==> config.mk <==
export PLATFORM = sky130hd
export DESIGN_NAME = operand_scoreboard_flat
export DESIGN_NICKNAME = d
export VERILOG_FILES = /design/src/rtl/operand_scoreboard_pkg.sv /design/src/rtl/operand_scoreboard_if.sv /design/src/rtl/operand_scoreboard_mdu_busy_counter.sv /design/src/rtl/operand_scoreboard.sv /design/src/flat_wrapper.sv
export SDC_FILE = /design/constraint.sdc
export NUM_CORES = 1
export LEC_CHECK = 0
export BUFFER_PORTS_ARGS = -buffer_cell sky130_fd_sc_hd__buf_2
export CORE_AREA = 2 2 98 100
export CTS_CLUSTER_DIAMETER = 150
export DETAILED_ROUTE_END_ITERATION = 7
export DIE_AREA = 0 0 100 102
export PLACE_DENSITY = 0.8
export REMOVE_ABC_BUFFERS = 1
export SLEW_MARGIN = 15
export SYNTH_ARGS = -nofsm -noshare
export SYNTH_HDL_FRONTEND = slang
export SYNTH_SLANG_ARGS = --single-unit
==> constraint.sdc <==
create_clock -name clk -period 5.1 [get_ports clk]
set_input_delay 1.02 -clock clk [delete_from_list [all_inputs] [get_ports clk]]
set_output_delay 1.02 -clock clk [all_outputs]
set_load 0.02 [all_outputs]
==> src/rtl/operand_scoreboard_pkg.sv <==
// Purpose : shared decode/execute pipeline types for the operand scoreboard.
// Latency : n/a (types and defaults only).
// Backpr. : n/a.
package operand_scoreboard_pkg;

    // Default stage index at which load data becomes forwardable.
    localparam int SB_LOAD_RDY_DEF = 1;
    // Default MDU busy cycles after an accepted mult/div start.
    localparam int SB_MDU_LAT_DEF  = 32;
    // Width of the ready-at stage index carried in each entry.
    localparam int SB_RDY_W        = 4;

    // Decode-stage control bundle for the instruction held in D.
    typedef struct packed {
        logic       wr_en;
        logic [4:0] wreg;
        logic       is_load;
        logic       hilo_use;
        logic       mdu_start;
    } id_ctl_t;

    // One in-flight destination record per downstream stage (E, M, W...).
    typedef struct packed {
        logic                vld;
        logic [4:0]          wreg;
        logic [SB_RDY_W-1:0] rdy_at;
    } sb_entry_t;

endpackage

==> src/rtl/operand_scoreboard_if.sv <==
// Purpose : decode <-> scoreboard signal bundle; master = decode, slave = scoreboard.
// Latency : n/a (wiring only).
// Backpr. : stall/id_fire flow back to decode; pipe_hold freezes the tracked entries.
interface operand_scoreboard_if #(
    parameter int NREAD  = 2,
    parameter int NSTAGE = 3
);
    logic        id_valid;
    logic [4:0]  id_ra   [NREAD];
    logic [31:0] id_rd   [NREAD];
    logic        id_wr_en;
    logic [4:0]  id_wreg;
    logic        id_is_load;
    logic        id_hilo_use;
    logic        id_mdu_start;
    logic [31:0] stg_val [NSTAGE];
    logic        pipe_hold;
    logic [31:0] opnd    [NREAD];
    logic        stall;
    logic        id_fire;
    logic        mdu_busy;

    modport master (
        output id_valid, id_ra, id_rd, id_wr_en, id_wreg, id_is_load,
               id_hilo_use, id_mdu_start, stg_val, pipe_hold,
        input  opnd, stall, id_fire, mdu_busy
    );

    modport slave (
        input  id_valid, id_ra, id_rd, id_wr_en, id_wreg, id_is_load,
               id_hilo_use, id_mdu_start, stg_val, pipe_hold,
        output opnd, stall, id_fire, mdu_busy
    );
endinterface

==> src/rtl/operand_scoreboard_mdu_busy_counter.sv <==
// Purpose : MDU busy countdown; load on accepted start, else decrement to zero.
// Latency : busy asserts the cycle after load and stays up for MDU_LAT cycles.
// Backpr. : none; counts every cycle regardless of pipeline hold.
// Ports   : clk, resetn, load (accepted mult/div start), busy (count != 0).
module mdu_busy_counter #(
    parameter int MDU_LAT = 32
) (
    input  logic clk,
    input  logic resetn,
    input  logic load,
    output logic busy
);
    localparam int CW = $clog2(MDU_LAT + 1);

    logic [CW-1:0] cnt_q, cnt_d;

    // A fresh start overrides a pending decrement.
    always_comb begin
        cnt_d = cnt_q;
        if (load) begin
            cnt_d = CW'(MDU_LAT);
        end else if (cnt_q != '0) begin
            cnt_d = cnt_q - CW'(1);
        end
    end

    always_ff @(posedge clk or negedge resetn) begin
        if (!resetn) begin
            cnt_q <= '0;
        end else begin
            cnt_q <= cnt_d;
        end
    end

    assign busy = (cnt_q != '0);
endmodule

==> src/rtl/operand_scoreboard.sv <==
// Purpose : decode-stage operand forwarding and hazard stall over NSTAGE tracked stages.
// Latency : opnd/stall/id_fire combinational; entries update on the clock edge.
// Backpr. : pipe_hold freezes entries and blocks id_fire; stall ignores pipe_hold.
// Ports   : clk, resetn (async, active-low), sb (slave modport of operand_scoreboard_if).
module operand_scoreboard
    import operand_scoreboard_pkg::*;
#(
    parameter int NREAD    = 2,
    parameter int NSTAGE   = 3,
    parameter int LOAD_RDY = SB_LOAD_RDY_DEF,
    parameter int MDU_LAT  = SB_MDU_LAT_DEF
) (
    input  logic                 clk,
    input  logic                 resetn,
    operand_scoreboard_if.slave  sb
);
    sb_entry_t        ent_q [NSTAGE];
    sb_entry_t        ent_d [NSTAGE];
    sb_entry_t        new_ent;
    id_ctl_t          id_ctl;
    logic [NREAD-1:0] data_stall;
    logic             mdu_busy;
    logic             stall;
    logic             fire;

    assign id_ctl = '{
        wr_en:     sb.id_wr_en,
        wreg:      sb.id_wreg,
        is_load:   sb.id_is_load,
        hilo_use:  sb.id_hilo_use,
        mdu_start: sb.id_mdu_start
    };

    // Per-port resolution: scan oldest to youngest so the youngest match overrides.
    for (genvar p = 0; p < NREAD; p++) begin : g_port
        logic [31:0] opnd_p;
        logic        nrdy_p;

        always_comb begin
            opnd_p = sb.id_rd[p];
            nrdy_p = 1'b0;
            for (int s = NSTAGE - 1; s >= 0; s--) begin
                if (ent_q[s].vld && (ent_q[s].wreg == sb.id_ra[p])) begin
                    opnd_p = sb.stg_val[s];
                    nrdy_p = (s < int'(ent_q[s].rdy_at));
                end
            end
            if (sb.id_ra[p] == 5'd0) begin
                opnd_p = '0;
                nrdy_p = 1'b0;
            end
        end

        assign sb.opnd[p]    = opnd_p;
        assign data_stall[p] = nrdy_p;
    end

    assign stall = sb.id_valid &
                   ((|data_stall) | (mdu_busy & (id_ctl.hilo_use | id_ctl.mdu_start)));
    assign fire  = sb.id_valid & ~stall & ~sb.pipe_hold;

    // Stage-0 entry: a real writer only when the instruction actually issues.
    always_comb begin
        new_ent = '0;
        if (fire && id_ctl.wr_en && (id_ctl.wreg != 5'd0)) begin
            new_ent.vld    = 1'b1;
            new_ent.wreg   = id_ctl.wreg;
            new_ent.rdy_at = id_ctl.is_load ? SB_RDY_W'(LOAD_RDY) : '0;
        end
    end

    always_comb begin
        for (int s = 0; s < NSTAGE; s++) begin
            ent_d[s] = ent_q[s];
        end
        if (!sb.pipe_hold) begin
            ent_d[0] = new_ent;
            for (int s = 1; s < NSTAGE; s++) begin
                ent_d[s] = ent_q[s-1];
            end
        end
    end

    always_ff @(posedge clk or negedge resetn) begin
        if (!resetn) begin
            for (int s = 0; s < NSTAGE; s++) begin
                ent_q[s] <= '0;
            end
        end else begin
            for (int s = 0; s < NSTAGE; s++) begin
                ent_q[s] <= ent_d[s];
            end
        end
    end

    mdu_busy_counter #(
        .MDU_LAT (MDU_LAT)
    ) u_mdu_busy_counter (
        .clk    (clk),
        .resetn (resetn),
        .load   (fire & id_ctl.mdu_start),
        .busy   (mdu_busy)
    );

    assign sb.stall    = stall;
    assign sb.id_fire  = fire;
    assign sb.mdu_busy = mdu_busy;
endmodule

==> src/flat_wrapper.sv <==
// flat-port wrapper written by rule: the top's interface ports become plain ports
module operand_scoreboard_flat import operand_scoreboard_pkg::*;
#(
    parameter int NREAD    = 2,
    parameter int NSTAGE   = 3,
    parameter int LOAD_RDY = SB_LOAD_RDY_DEF,
    parameter int MDU_LAT  = SB_MDU_LAT_DEF
)
  (clk, resetn, sb_id_valid, sb_id_ra, sb_id_rd, sb_id_wr_en, sb_id_wreg, sb_id_is_load, sb_id_hilo_use, sb_id_mdu_start, sb_stg_val, sb_pipe_hold, sb_opnd, sb_stall, sb_id_fire, sb_mdu_busy);
  operand_scoreboard_if #(.NREAD(NREAD), .NSTAGE(NSTAGE)) sb_i ();
  input  logic clk;
  input  logic resetn;
  input wire logic [$bits(sb_i.id_valid)-1:0] sb_id_valid;
  input wire logic [$bits(sb_i.id_ra)-1:0] sb_id_ra;
  input wire logic [$bits(sb_i.id_rd)-1:0] sb_id_rd;
  input wire logic [$bits(sb_i.id_wr_en)-1:0] sb_id_wr_en;
  input wire logic [$bits(sb_i.id_wreg)-1:0] sb_id_wreg;
  input wire logic [$bits(sb_i.id_is_load)-1:0] sb_id_is_load;
  input wire logic [$bits(sb_i.id_hilo_use)-1:0] sb_id_hilo_use;
  input wire logic [$bits(sb_i.id_mdu_start)-1:0] sb_id_mdu_start;
  input wire logic [$bits(sb_i.stg_val)-1:0] sb_stg_val;
  input wire logic [$bits(sb_i.pipe_hold)-1:0] sb_pipe_hold;
  output wire logic [$bits(sb_i.opnd)-1:0] sb_opnd;
  output wire logic [$bits(sb_i.stall)-1:0] sb_stall;
  output wire logic [$bits(sb_i.id_fire)-1:0] sb_id_fire;
  output wire logic [$bits(sb_i.mdu_busy)-1:0] sb_mdu_busy;
  assign sb_i.id_valid = sb_id_valid;
  assign sb_i.id_ra = {>>{sb_id_ra}};
  assign sb_i.id_rd = {>>{sb_id_rd}};
  assign sb_i.id_wr_en = sb_id_wr_en;
  assign sb_i.id_wreg = sb_id_wreg;
  assign sb_i.id_is_load = sb_id_is_load;
  assign sb_i.id_hilo_use = sb_id_hilo_use;
  assign sb_i.id_mdu_start = sb_id_mdu_start;
  assign sb_i.stg_val = {>>{sb_stg_val}};
  assign sb_i.pipe_hold = sb_pipe_hold;
  assign sb_opnd = {>>{sb_i.opnd}};
  assign sb_stall = sb_i.stall;
  assign sb_id_fire = sb_i.id_fire;
  assign sb_mdu_busy = sb_i.mdu_busy;
  operand_scoreboard #(.NREAD(NREAD), .NSTAGE(NSTAGE), .LOAD_RDY(LOAD_RDY), .MDU_LAT(MDU_LAT)) u_core (.clk(clk), .resetn(resetn), .sb(sb_i));
endmodule
==> flow_metrics.tcl <==
set metrics [dict create \
    yosysWarnings 0 \
    antenna_found_initial 6 \
    slew_violations 0 \
    multi_input_area_um2 3080 \
    synth_area_leaders "a211oi_2 (16%), dfrtp_1 (16%), o21ai_0 (8.1%)" \
    drcViolationCount 0 \
    comb_power_share 0.546 \
    postCtsSetupRepairBufs 0 \
    drv_cap 0 \
    track_usage 0.3438 \
    first_pass_iters 6 \
    cp_data_required_time_ns 4.08 \
    ys_ff_latch 25 \
    vias 5355 \
    worstMarginPinSlew_ns 1.157 \
    placed_cells 866 \
    nFillCells 869 \
    p_sw_frac 0.4277 \
    final_nets 945 \
    yosysTopAreaCell "a211oi_2" \
    synth_area_per_cell_um2 7.311 \
    yosys.area_share.adder 0.006234 \
    vdd_drop_max_mv 0.2020 \
    seq_area_um2 625.6 \
    antenna_left 0 \
    fin_setup_tns_ns 0 \
    async_reset_ff_frac 1.000 \
    rsz0062_at_grt "false" \
    drt-total-wl_mm 18.63 \
    fin_crit_ns 4.258 \
    drt-vias-per-instance 6.113 \
    grt_pass1_wl_mm 27.37 \
    cp-end-kind "output port" \
    io_buffers 249 \
    max_freq_ghz 0.2348 \
    grt_overflow 0 \
    power_density_nw_per_um2 161.1 \
    synth-simple-area-share 0.2051 \
    synth-compound-area-share 0.4405 \
    yosys.area.top_type_share 0.1559 \
    clock_latency_ns 0.27 \
    layout_common_cells "buf_2 (249), nand2_1 (72), o21ai_1 (65), o21ai_0 (65), a211oi_2 (50)" \
    cts-buffers-inserted 3 \
    cts_root_buffer "clkbuf_8" \
    cts_htree_levels 1 \
    drt_iter0_drc 379 \
    synth_cell_types 44 \
    routabilityCongestion 1.110 \
    synth_top_family_by_area "compound AO/OA/AOI/OAI gates" \
    post_drt_wl_per_cell_um 21.27 \
    setup_viol 0 \
    muxShareOfSynthArea 0.03647 \
    syn_inst 549 \
    area_delta_synth_final_pct 31.33 \
    hpwl_mm 13.97 \
    synth_xor_area_frac 0.07388 \
    clock_sinks 25 \
    worst_slew_margin_rel 0.2286 \
    p_clk_frac 0.142 \
    hold_violations 0 \
    min_path_type "reg -> reg" \
    finalCritPeriodShare 0.8349 \
    fin_cells 876 \
    cts_tree "done" \
    final_layout_size_suffix_gt1_frac 0.4506 \
    synth_ff_type "dfrtp_1" \
    hold-worst-slack_ns 0.5294 \
    die_h_um 102 \
    synth_edf_count 0 \
    coreArea_um2 9109 \
    seq_area_frac_synth 0.1559 \
    cts_max_path_buffers 2 \
    leakage_uw 0.002258 \
    seq_power_share 0.311 \
    power_switching_uw 363.2 \
    postLayoutCellArea_um2 5271 \
    initial_core_util 0.4407 \
    ctsResizeCount 0 \
    path_class "in -> out" \
    die_w_um 100 \
    intPower_uw 486.1 \
    hold_buffers 0 \
    path_max_fanout 17 \
    die-area_um2 10200 \
    netlist_area_um2 4014 \
    io_pins 250 \
    grt_pass1_vias 4971 \
    fp-row-count 35 \
    outcome "completed" \
    clk_transition_reported_paths_ns 0.09 \
    arrival_ns 3.24 \
    final_common_cell "buf_2" \
    placed_cell_area_um2 5207 \
    cp-start-kind "primary input" \
    finalClockSkew_ns 0.002935 \
    grt_max_degree 35 \
]
routing by layer:
metal  part of all wire  GRT usage  wire length (um)  vias up
met1               0.41     0.4647              7601     2524
met3              0.091    0.04925              1698       59
met5                  0          0                 0        -
li1                   -          -                 -     2433
met2               0.46     0.5639              8624      339
met4              0.038     0.1233               709        0
cell usage after synthesis (3+ instances only):
master and count:
a21boi_0 32, dfrtp_1 25, a32o_1 7, xor2_1 13, a211oi_1 14, buf_2 11, nor2_1 39, buf_6 7
o21ai_0 65, nand4_1 3, a211oi_2 50, xnor2_1 19, inv_1 3, clkbuf_1 33, nand3_1 33, mux2_2 13
and3_1 7, and2_1 5, nand2_1 72, o21ai_1 65
stage by stage:
| stage | worst slack [ns] | total power, uW | utilization |
|---|---|---|---|
| CTS | 0.8865 | 846.6 | 0.5771 |
| global route | 0.7220 | 903.4 | 0.5787 |
| floorplan | 0.5359 | 519.1 | - |
| detailed placement | 0.8922 | 725.5 | 0.5717 |
| finish | 0.8419 | 849.3 | 0.5787 |
| global placement | 0.9585 | 710.1 | 0.5717 |
worst max-delay path, cell delays in order:
cell     delay [ns]
buf_2          0.13
xor2_1         0.17
nor4_2         0.36
nand3_1        0.66
buf_4          0.44
o21ai_0        0.20
o21ai_1        0.10
buf_2          0.17
final timing paths:
check	cells past startpoint	startpoint	slack (ns)	endpoint
min reg2reg	1	u_core.ent_q[9]$_DFFE_PN0N_	0.53	u_core.ent_q[9]$_DFFE_PN0N_
max	8	sb_id_ra[1]	0.84	sb_opnd[17]
min in group asynchronous	1	resetn	0.72	u_core.ent_q[18]$_DFFE_PN0N_
max reg2reg	6	u_core.ent_q[26]$_DFFE_PN0N_	2.83	u_core.u_mdu_busy_counter.cnt_q[5]$_DFFE_PN0P_
min	1	u_core.ent_q[9]$_DFFE_PN0N_	0.53	u_core.ent_q[9]$_DFFE_PN0N_
max in group asynchronous	1	resetn	4.01	u_core.ent_q[24]$_DFFE_PN0N_
kinds of logic (layout without fill, tap and decap cells):
kind of cell             after synthesis  count (layout)
flip-flops                            25              25
AO/OA/AOI/OAI                        241             241
AND/OR/NAND/NOR                      175             175
adder cells (fa/ha/maj)                2               2
multiplexers                          13              13
XOR/XNOR                              33              33
other                                  0               6
buffers and inverters                 60             270
power by group through the flow:
| stage | Combinational (uW) | Clock [uW] | Sequential, uW |
|---|---|---|---|
| global placement | 445 | 0 | 266 |
| floorplan | 256 | 0 | 263 |
| finish | 464 | 121 | 264 |
| CTS | 460 | 123 | 263 |
| detailed placement | 459 | 0 | 267 |
| global route | 503 | 130 | 271 |
flip-flops by register name (all words and copies together) (netlist names):
| register | cells |
|---|---|
| u_core.ent_q | 19 |
| u_core.u_mdu_busy_counter.cnt_q | 6 |
cell type report:
type                            count  area share
Multi-Input combinational cell    464      0.5844
Antenna cell                        6    0.002848
Sequential cell                    25      0.1187
Tap cell                          111     0.02635
Inverter                            3    0.002136
Clock buffer                        3    0.007833
Clock inverter                      1    0.001424
Timing Repair Buffer              263      0.2563
Note: power is estimated with default switching activity, not from simulation.
